**src/rtl/pool2_flat_read_arbiter.sv**
```systemverilog
// pool2_flat_read_arbiter
//   Shares the byte-addressed read port of the pool-2 flattened output buffer
//   between the dense-layer engine and the RISC-V MMIO/debug path. Accesses are
//   gated on pool_done. Dense has priority; a starvation counter forces a CPU
//   grant after STARVE_LIMIT consecutive dense grants while cpu_req is pending.
//   Each access: IDLE (arbitrate) -> ISSUE (gnt, BRAM samples address) ->
//   CAPTURE (lane-muxed byte captured) -> rvalid in the following cycle.
//
// Ports
//   clk, resetn           clock, async active-low reset
//   pool_done             buffer readable while high
//   pool_read_addr        byte address to buffer, held from ISSUE through CAPTURE
//   pool_read_data        buffer byte, valid one cycle after address presented
//   dense_* / cpu_*       req/addr in; gnt/rvalid/rdata/rerr out per requester
//   ready                 1 while the arbiter is accepting requests
module pool2_flat_read_arbiter #(
  parameter int unsigned ADDR_W       = 32,
  parameter int unsigned DEPTH_BYTES  = 1600,
  parameter int unsigned STARVE_LIMIT = 8
) (
  input  logic              clk,
  input  logic              resetn,
  input  logic              pool_done,
  output logic [ADDR_W-1:0] pool_read_addr,
  input  logic [7:0]        pool_read_data,
  input  logic              dense_req,
  input  logic [ADDR_W-1:0] dense_addr,
  output logic              dense_gnt,
  output logic              dense_rvalid,
  output logic [7:0]        dense_rdata,
  output logic              dense_rerr,
  input  logic              cpu_req,
  input  logic [ADDR_W-1:0] cpu_addr,
  output logic              cpu_gnt,
  output logic              cpu_rvalid,
  output logic [7:0]        cpu_rdata,
  output logic              cpu_rerr,
  output logic              ready
);

  localparam int unsigned CNT_W = $clog2(STARVE_LIMIT + 1);
  localparam logic [CNT_W-1:0]  CNT_MAX = CNT_W'(STARVE_LIMIT);
  localparam logic [ADDR_W-1:0] DEPTH   = ADDR_W'(DEPTH_BYTES);

  typedef enum logic [1:0] {
    WAIT_READY,
    IDLE,
    ISSUE,
    CAPTURE
  } state_t;

  state_t            state_q, state_d;
  logic              win_cpu_q, win_cpu_d;
  logic              in_range_q, in_range_d;
  logic              abort_q, abort_d;
  logic [CNT_W-1:0]  starve_q, starve_d;
  logic [ADDR_W-1:0] paddr_q, paddr_d;
  logic              ready_q, ready_d;
  logic              d_rvalid_q, d_rvalid_d;
  logic [7:0]        d_rdata_q, d_rdata_d;
  logic              d_rerr_q, d_rerr_d;
  logic              c_rvalid_q, c_rvalid_d;
  logic [7:0]        c_rdata_q, c_rdata_d;
  logic              c_rerr_q, c_rerr_d;

  logic              cpu_wins;
  logic              cap_err;
  logic [7:0]        cap_data;

  // Dense wins ties until the CPU has waited STARVE_LIMIT dense grants.
  assign cpu_wins = cpu_req && (!dense_req || (starve_q == CNT_MAX));

  // A pool_done drop in ISSUE is remembered in abort_q so the access still
  // errors even if pool_done has already recovered by CAPTURE.
  assign cap_err  = !in_range_q || !pool_done || abort_q;
  assign cap_data = cap_err ? 8'h00 : pool_read_data;

  always_comb begin
    state_d    = state_q;
    win_cpu_d  = win_cpu_q;
    in_range_d = in_range_q;
    abort_d    = abort_q;
    starve_d   = starve_q;
    paddr_d    = paddr_q;
    d_rvalid_d = 1'b0;
    d_rdata_d  = d_rdata_q;
    d_rerr_d   = d_rerr_q;
    c_rvalid_d = 1'b0;
    c_rdata_d  = c_rdata_q;
    c_rerr_d   = c_rerr_q;

    case (state_q)
      WAIT_READY: begin
        if (pool_done) begin
          state_d = IDLE;
        end
      end

      IDLE: begin
        if (!cpu_req) begin
          starve_d = '0;
        end
        if (!pool_done) begin
          state_d = WAIT_READY;
        end else if (cpu_wins) begin
          win_cpu_d  = 1'b1;
          in_range_d = (cpu_addr < DEPTH);
          paddr_d    = (cpu_addr < DEPTH) ? cpu_addr : '0;
          abort_d    = 1'b0;
          starve_d   = '0;
          state_d    = ISSUE;
        end else if (dense_req) begin
          win_cpu_d  = 1'b0;
          in_range_d = (dense_addr < DEPTH);
          paddr_d    = (dense_addr < DEPTH) ? dense_addr : '0;
          abort_d    = 1'b0;
          if (cpu_req && (starve_q != CNT_MAX)) begin
            starve_d = starve_q + CNT_W'(1);
          end
          state_d    = ISSUE;
        end
      end

      ISSUE: begin
        abort_d = !pool_done;
        state_d = CAPTURE;
      end

      CAPTURE: begin
        if (win_cpu_q) begin
          c_rvalid_d = 1'b1;
          c_rdata_d  = cap_data;
          c_rerr_d   = cap_err;
        end else begin
          d_rvalid_d = 1'b1;
          d_rdata_d  = cap_data;
          d_rerr_d   = cap_err;
        end
        state_d = IDLE;
      end

      default: begin
        state_d = WAIT_READY;
      end
    endcase

    ready_d = (state_d != WAIT_READY);
  end

  always_ff @(posedge clk or negedge resetn) begin
    if (!resetn) begin
      state_q    <= WAIT_READY;
      win_cpu_q  <= 1'b0;
      in_range_q <= 1'b0;
      abort_q    <= 1'b0;
      starve_q   <= '0;
      paddr_q    <= '0;
      ready_q    <= 1'b0;
      d_rvalid_q <= 1'b0;
      d_rdata_q  <= '0;
      d_rerr_q   <= 1'b0;
      c_rvalid_q <= 1'b0;
      c_rdata_q  <= '0;
      c_rerr_q   <= 1'b0;
    end else begin
      state_q    <= state_d;
      win_cpu_q  <= win_cpu_d;
      in_range_q <= in_range_d;
      abort_q    <= abort_d;
      starve_q   <= starve_d;
      paddr_q    <= paddr_d;
      ready_q    <= ready_d;
      d_rvalid_q <= d_rvalid_d;
      d_rdata_q  <= d_rdata_d;
      d_rerr_q   <= d_rerr_d;
      c_rvalid_q <= c_rvalid_d;
      c_rdata_q  <= c_rdata_d;
      c_rerr_q   <= c_rerr_d;
    end
  end

  assign pool_read_addr = paddr_q;
  assign dense_gnt      = (state_q == ISSUE) && !win_cpu_q;
  assign cpu_gnt        = (state_q == ISSUE) && win_cpu_q;
  assign dense_rvalid   = d_rvalid_q;
  assign dense_rdata    = d_rdata_q;
  assign dense_rerr     = d_rerr_q;
  assign cpu_rvalid     = c_rvalid_q;
  assign cpu_rdata      = c_rdata_q;
  assign cpu_rerr       = c_rerr_q;
  assign ready          = ready_q;

endmodule

```
**config.mk**
```make
export PLATFORM = sky130hd
export DESIGN_NAME = pool2_flat_read_arbiter
export DESIGN_NICKNAME = d
export VERILOG_FILES = /design/src/rtl/pool2_flat_read_arbiter.sv
export SDC_FILE = /design/constraint.sdc
export NUM_CORES = 1
export LEC_CHECK = 0
export CAP_MARGIN = 20
export CORE_ASPECT_RATIO = 1.25
export CORE_MARGIN = 2
export CORE_UTILIZATION = 35
export CTS_CLUSTER_SIZE = 25
export DETAILED_ROUTE_END_ITERATION = 10
export PLACE_DENSITY = 0.74
export RECOVER_POWER = 100
export SLEW_MARGIN = 20
export SYNTH_ARGS = -nofsm -noshare
export SYNTH_HDL_FRONTEND = slang
export SYNTH_SLANG_ARGS = --single-unit
```
**constraint.sdc**
```tcl
create_clock -name clk -period 1.65 [get_ports clk]
set_input_delay 0.4125 -clock clk [delete_from_list [all_inputs] [get_ports clk]]
set_output_delay 0.4125 -clock clk [all_outputs]
set_load 0.01 [all_outputs]
```
==> flow_summary.json, run 1 <==
{
  "outcome": "finished with violations",
  "violations": "negative setup slack",
  "cts_tree": "built",
  "final_common_cell": "clkdlybuf4s50_1",
  "p_int_uw": 3100,
  "arrival_ps": 1950,
  "htreeDepth": 3,
  "critPathLaunchType": "register",
  "tightest_slew_ps": 1450,
  "die_h_um": 98.9,
  "peakVddDrop_mv": 0.682,
  "max_cap_violations": 0,
  "p_sw_uw": 1230,
  "tns_ps": -273,
  "antenna_found_initial": 0,
  "cts_num_sinks": 62,
  "synth_cells": 219,
  "leakage_uw": 0.00257,
  "nNetsFinal": 470,
  "cts-root-buf": "clkbuf_8",
  "io_pins": 132,
  "synth_cell_types": 35,
  "ctsLongestPathBuffers": 2,
  "diodes": 0,
  "synth_async_sr_flop_share_pct": 100,
  "hold_end": "dense_rdata[2]",
  "pwr_density_cell_mw_per_mm2": 972,
  "grt_pass1_wl_um": 10800,
  "vias_per_cell": 4.77,
  "rows": 34,
  "slew_headroom_pct": 3.28,
  "crit_path_end_kind": "register",
  "dp.cells": 463,
  "finalCriticalPeriod_ps": 1690,
  "core_area_mm2": 0.00698,
  "clock_power_share_pct": 27.7,
  "drc": 0,
  "syn_avg_cell_area_um2": 11.5,
  "wl_um": 6620,
  "max_freq_mhz": 591,
  "syn_area_mm2": 0.00252,
  "drive_above_1_share_pct": 17.4,
  "route.vias.total": 2316,
  "r2r-start": "starve_q[0]",
  "report.final.slew_viol_count": 0,
  "worstPathMaxFanout": 6,
  "r2r_setup_slack_ps": -40,
  "cts_buffers": 9,
  "synth_nets": 298,
  "reg2reg_depth": 7,
  "whs_path_depth": 2,
  "finalPower_uw": 4320,
  "synth_top_flop_cell": "dfrtp_1",
  "die_w_um": 79.9,
  "seq_area_frac_synth_pct": 61.6,
  "clkTransAtPathRegs_ps": 70,
  "fin_hold_ws_ps": 473,
  "grt_max_degree": 63,
  "swShare_pct": 28.4,
  "worst_slack_ps": -41.3,
  "layout_common_cells": "clkdlybuf4s50_1 (67), dfrtp_1 (62), dlygate4sd2_1 (35)",
  "final_cells": 486,
  "holdCritStartpoint": "dense_rdata[2]",
  "yosys_warnings": 0,
  "grt-ovfl-total": 0,
  "hold_path.class": "reg -> reg",
  "insertion_delay_ps": 330,
  "drt_iter0_markers": 86,
  "holdBufCountCts": 0,
  "rsz0062_at_grt": "yes",
  "dp_hpwl_um": 4950,
  "comb_power_share_pct": 29.6,
  "hold_viol_final": 0,
  "finalSetupViolations": 11,
  "fin_skew_ps": 9.99,
  "drtPass1Iterations": 4,
  "finalCritPeriodShare_pct": 103,
  "wl_per_cell_um": 13.6,
  "ys_ff_latch": 62,
  "postRouteAntennaNets": 0,
  "grt_usage_pct": 18.1,
  "r2r-end": "pool_read_addr[7]",
  "start_util_pct": 36.1,
  "fillers": 609,
  "grt_pass1_vias": 2371,
  "dieArea_mm2": 0.00790,
  "worst-setup-path-type": "reg -> reg",
  "synth_edf_count": 0,
  "cp.required_ps": 1910,
  "io_buffers": 131,
  "gp_congestion": 0.775,
  "syn2layout_area_growth_pct": 76.5,
  "pwr-share-seq_pct": 42.7
}
[critical path, cell delays in order (launching register included)]
cell and delay, ps:
dfrtp_1 390, inv_2 80, ha_4 120, nand3b_1 160, a211oi_2 280, and4b_2 310, buf_6 130, a221o_1 140
[how the worst max path moves through the flow]
stage	startpoint	to	slack, ps
after detailed placement	dense_addr[7]	pool_read_addr[2]	-600
final	starve_q[0]	pool_read_addr[7]	-40
after global placement	dense_addr[8]	pool_read_addr[10]	-560
after floorplan	starve_q[0]	pool_read_addr[10]	40
after CTS	state_q[1]	pool_read_addr[4]	-40
after global routing	starve_q[0]	pool_read_addr[6]	-110
[area by class of cell]
class,count,area [µm²],share of cell area (%)
Sequential cell,62,1550,34.9
Clock buffer,13,169,3.80
Clock inverter,3,17.5,0.394
Timing Repair Buffer,168,1590,35.8
Multi-Input combinational cell,144,983,22.1
Tap cell,90,113,2.53
Inverter,6,22.5,0.506
[stage by stage]
| stage | area, µm² | setup slack [ps] | utilization, % |
|---|---|---|---|
| finish | 4450 | -41.3 | 63.8 |
| global route | 4450 | -110 | 63.8 |
| CTS | 4380 | -35.5 | 62.8 |
| detailed placement | 4130 | -603 | 59.3 |
| global placement | 4130 | -557 | 59.3 |
| floorplan | 2520 | 40.6 | - |
[cells in the mapped netlist (all sizes together) (3+ instances only)]
master | instances | area, µm²
a21o | 3 | 22.5
and2 | 32 | 200
nor4 | 8 | 65.1
a221o | 11 | 110
nor3 | 4 | 20.0
nor2 | 4 | 15.0
clkbuf | 5 | 20.0
o21ai | 21 | 105
nand3 | 5 | 25.0
inv | 6 | 22.5
dfrtp | 62 | 1550
nand2 | 31 | 116
[cell families after synthesis]
kind of cell	Yosys count	share of synthesized area, %
AO/OA/AOI/OAI	46	13.3
buffers and inverters	13	2.58
adder cells (fa/ha/maj)	2	0.993
multiplexers	1	0.447
AND/OR/NAND/NOR	95	21.2
flip-flops	62	61.6
[layer usage]
layer,wire length [µm],GRT usage [%]
met2,3390,30.6
met4,148,8.21
met3,484,6.41
met1,2600,20.3
met5,0,0
[power groups by stage]
stage               logic [µW]  clock network [µW]  registers [µW]
floorplan                  375                   0            1970
global placement          1270                   0            1870
detailed placement        1300                   0            1890
CTS                       1320                1240            1850
global route              1410                1330            1880
finish                    1280                1200            1850
[registers in the layout, indices dropped and copies added (netlist names)]
register        count
cpu_rerr            1
ready               1
win_cpu_q           1
state_q             2
abort_q             1
dense_rerr          1
in_range_q          1
dense_rdata         8
pool_read_addr     32
cpu_rvalid          1
dense_rvalid        1
starve_q            4
cpu_rdata           8
[what timing repair did]
action                     CTS  global route
cloned                       2             0
setup endpoints to repair   38            40
resized for setup           60            32
pin swaps                   21             6
setup buffers                4             2
No activity file was read; power rests on OpenSTA's default activity.
==> run 2: changes to the inputs <==
==> constraint.sdc (replaced) <==
create_clock -name clk -period 1.65 [get_ports clk]
set_input_delay 0.4125 -clock clk [delete_from_list [all_inputs] [get_ports clk]]
set_output_delay 0.4125 -clock clk [all_outputs]
set_load 0.005 [all_outputs]
==> run 2 against run 1 <==
Effect of this change: the flow still finishes with violations (negative setup slack); die area unchanged; power increased by 0.74%; hold slack improved by 2.4 ps; sequential cell count unchanged; global-route usage unchanged; non-clock buffer count increased by 5; clock power about the same; sequential share of layout area decreased by 0.57 points; setup slack got worse by 0.52 ps; critical path depth unchanged; critical endpoint unchanged; largest power group unchanged.
==> flow_summary.json, run 2 (synthesized netlist as in run 1, its figures left out) <==
{
  "drive_above_1_share_pct": 18.5,
  "reg2reg_depth": 7,
  "core_area_mm2": 0.00698,
  "cts_buffers": 9,
  "layout_common_cells": "clkdlybuf4s50_1 (91), dfrtp_1 (62), buf_4 (34)",
  "p_sw_uw": 1180,
  "hold_viol_final": 0,
  "postRouteAntennaNets": 0,
  "io_pins": 132,
  "crit_path_end_kind": "register",
  "dieArea_mm2": 0.00790,
  "grt_usage_pct": 18.1,
  "cts_num_sinks": 62,
  "tightest_slew_ps": 1450,
  "finalPower_uw": 4360,
  "ctsLongestPathBuffers": 2,
  "pwr_density_cell_mw_per_mm2": 963,
  "grt_pass1_wl_um": 10800,
  "cpPeakStageDelay_ps": 390,
  "die_w_um": 79.9,
  "final_common_cell": "clkdlybuf4s50_1",
  "fin_skew_ps": 9.67,
  "final_util_pct": 64.8,
  "die_h_um": 98.9,
  "drtPass1Iterations": 4,
  "max_cap_violations": 0,
  "clock_power_share_pct": 27.6,
  "r2r-end": "pool_read_addr[7]",
  "slew_headroom_pct": 3.65,
  "grt_pass1_vias": 2369,
  "crit_slowest_cell": "dfrtp_1",
  "finalCritPeriodShare_pct": 103,
  "comb_power_share_pct": 30.0,
  "dp_hpwl_um": 4950,
  "start_util_pct": 36.1,
  "pwr-share-seq_pct": 42.5,
  "drc": 0,
  "nNetsFinal": 475,
  "path_cells": "inv_2 -> ha_4 -> nand3b_1 -> a211oi_2 -> and4b_2 -> buf_6 -> a221o_1",
  "outcome": "finished with violations",
  "drt_iter0_markers": 71,
  "wl_per_cell_um": 13.8,
  "r2r_setup_slack_ps": -40,
  "grt-ovfl-total": 0,
  "finalSetupViolations": 11,
  "vias_per_cell": 4.78,
  "wl_um": 6780,
  "startpoint": "starve_q[0]",
  "gp_congestion": 0.775,
  "syn2layout_area_growth_pct": 79.4,
  "route.vias.total": 2346,
  "finalCriticalPeriod_ps": 1690,
  "p_int_uw": 3170,
  "report.final.slew_viol_count": 0,
  "cts-root-buf": "clkbuf_8",
  "worst-setup-path-type": "reg -> reg",
  "crit_end": "pool_read_addr[7]",
  "swShare_pct": 27.2,
  "rows": 34,
  "holdBufCountCts": 0,
  "critPathLaunchType": "register",
  "violations": "negative setup slack",
  "peakVddDrop_mv": 0.653,
  "leakage_uw": 0.00246,
  "antenna_found_initial": 0,
  "htreeDepth": 3,
  "worstPathMaxFanout": 6,
  "cts_tree": "built",
  "clkTransAtPathRegs_ps": 70,
  "grt_max_degree": 63,
  "cp.required_ps": 1910,
  "max_freq_mhz": 591,
  "rsz0062_at_grt": "yes",
  "largest_reg_flops": 32,
  "post-place-ws_ps": -603,
  "hold_path.class": "reg -> reg",
  "arrival_ps": 1950,
  "insertion_delay_ps": 330,
  "r2r-start": "starve_q[0]",
  "diodes": 0,
  "io_buffers": 131,
  "worst_slack_ps": -41.8
}
run 2: critical path: cells and delay by family (launching register included):
kind / cells / cell delay [ps]
compound gates: 2 / 420
fa+ha+maj: 1 / 120
buf+inv: 2 / 210
flops: 1 / 390
simple gates: 2 / 470
run 2: final cells by class:
cell class,instances,area [µm²]
multi-input cells,144,983
clock inverters,3,17.5
fillers,592,2450
repair buffers,173,1670
flip-flops and latches,62,1550
well taps,90,113
clock buffers,13,169
inverters,6,22.5
run 2: through the flow:
stage	hold slack [ps]	setup TNS (ps)	cell area, µm²	instances
final	476	-289	4520	491
after global routing	495	-1470	4520	491
after floorplan	117	0	2520	219
after detailed placement	444	-11200	4130	463
after global placement	441	-10500	4130	463
after CTS	83.6	-262	4420	485
run 2: worst min-delay path by stage:
stage | from | end | slack [ps] | cells after the start
global route | dense_rdata[2] | dense_rdata[2] | 500 | 2
detailed placement | resetn | pool_read_addr[26] | 440 | 2
finish | dense_rdata[2] | dense_rdata[2] | 480 | 2
floorplan | resetn | abort_q | 120 | 0
global placement | resetn | pool_read_addr[22] | 440 | 2
CTS | resetn | pool_read_addr[22] | 80 | 2
run 2: timing repair:
| item | CTS | global route |
|---|---|---|
| pin swaps | 21 | 6 |
| resized for setup | 34 | 32 |
| cloned | 2 | 0 |
| endpoints found under the hold margin | 0 | 0 |
| buffers inserted | 4 | 7 |
| endpoints found under the setup margin | 14 | 45 |
run 2: power groups by stage:
stage | Clock, µW | Sequential, µW | Combinational (µW)
after floorplan | 0 | 1910 | 371
after global placement | 0 | 1870 | 1200
after detailed placement | 0 | 1890 | 1230
after CTS | 1240 | 1860 | 1310
after global routing | 1330 | 1870 | 1430
final | 1200 | 1850 | 1310
run 2: layer usage:
layer	routed length (µm)	share of wire, %	track usage [%]
met2	3500	52	30.6
met1	2650	39	20.3
met5	0	0	0
met3	481	7.1	6.41
met4	148	2.2	8.21
==> run 3: changes to the inputs <==
--- a/config.mk
+++ b/config.mk
@@ -9,6 +9,7 @@
 export CORE_ASPECT_RATIO = 1.25
 export CORE_MARGIN = 2
 export CORE_UTILIZATION = 35
+export CTS_CLUSTER_DIAMETER = 100
 export CTS_CLUSTER_SIZE = 25
 export DETAILED_ROUTE_END_ITERATION = 10
 export PLACE_DENSITY = 0.74
==> results of run 3 <==
No change in the layout: final DEF, timing and power equal those of run 2.
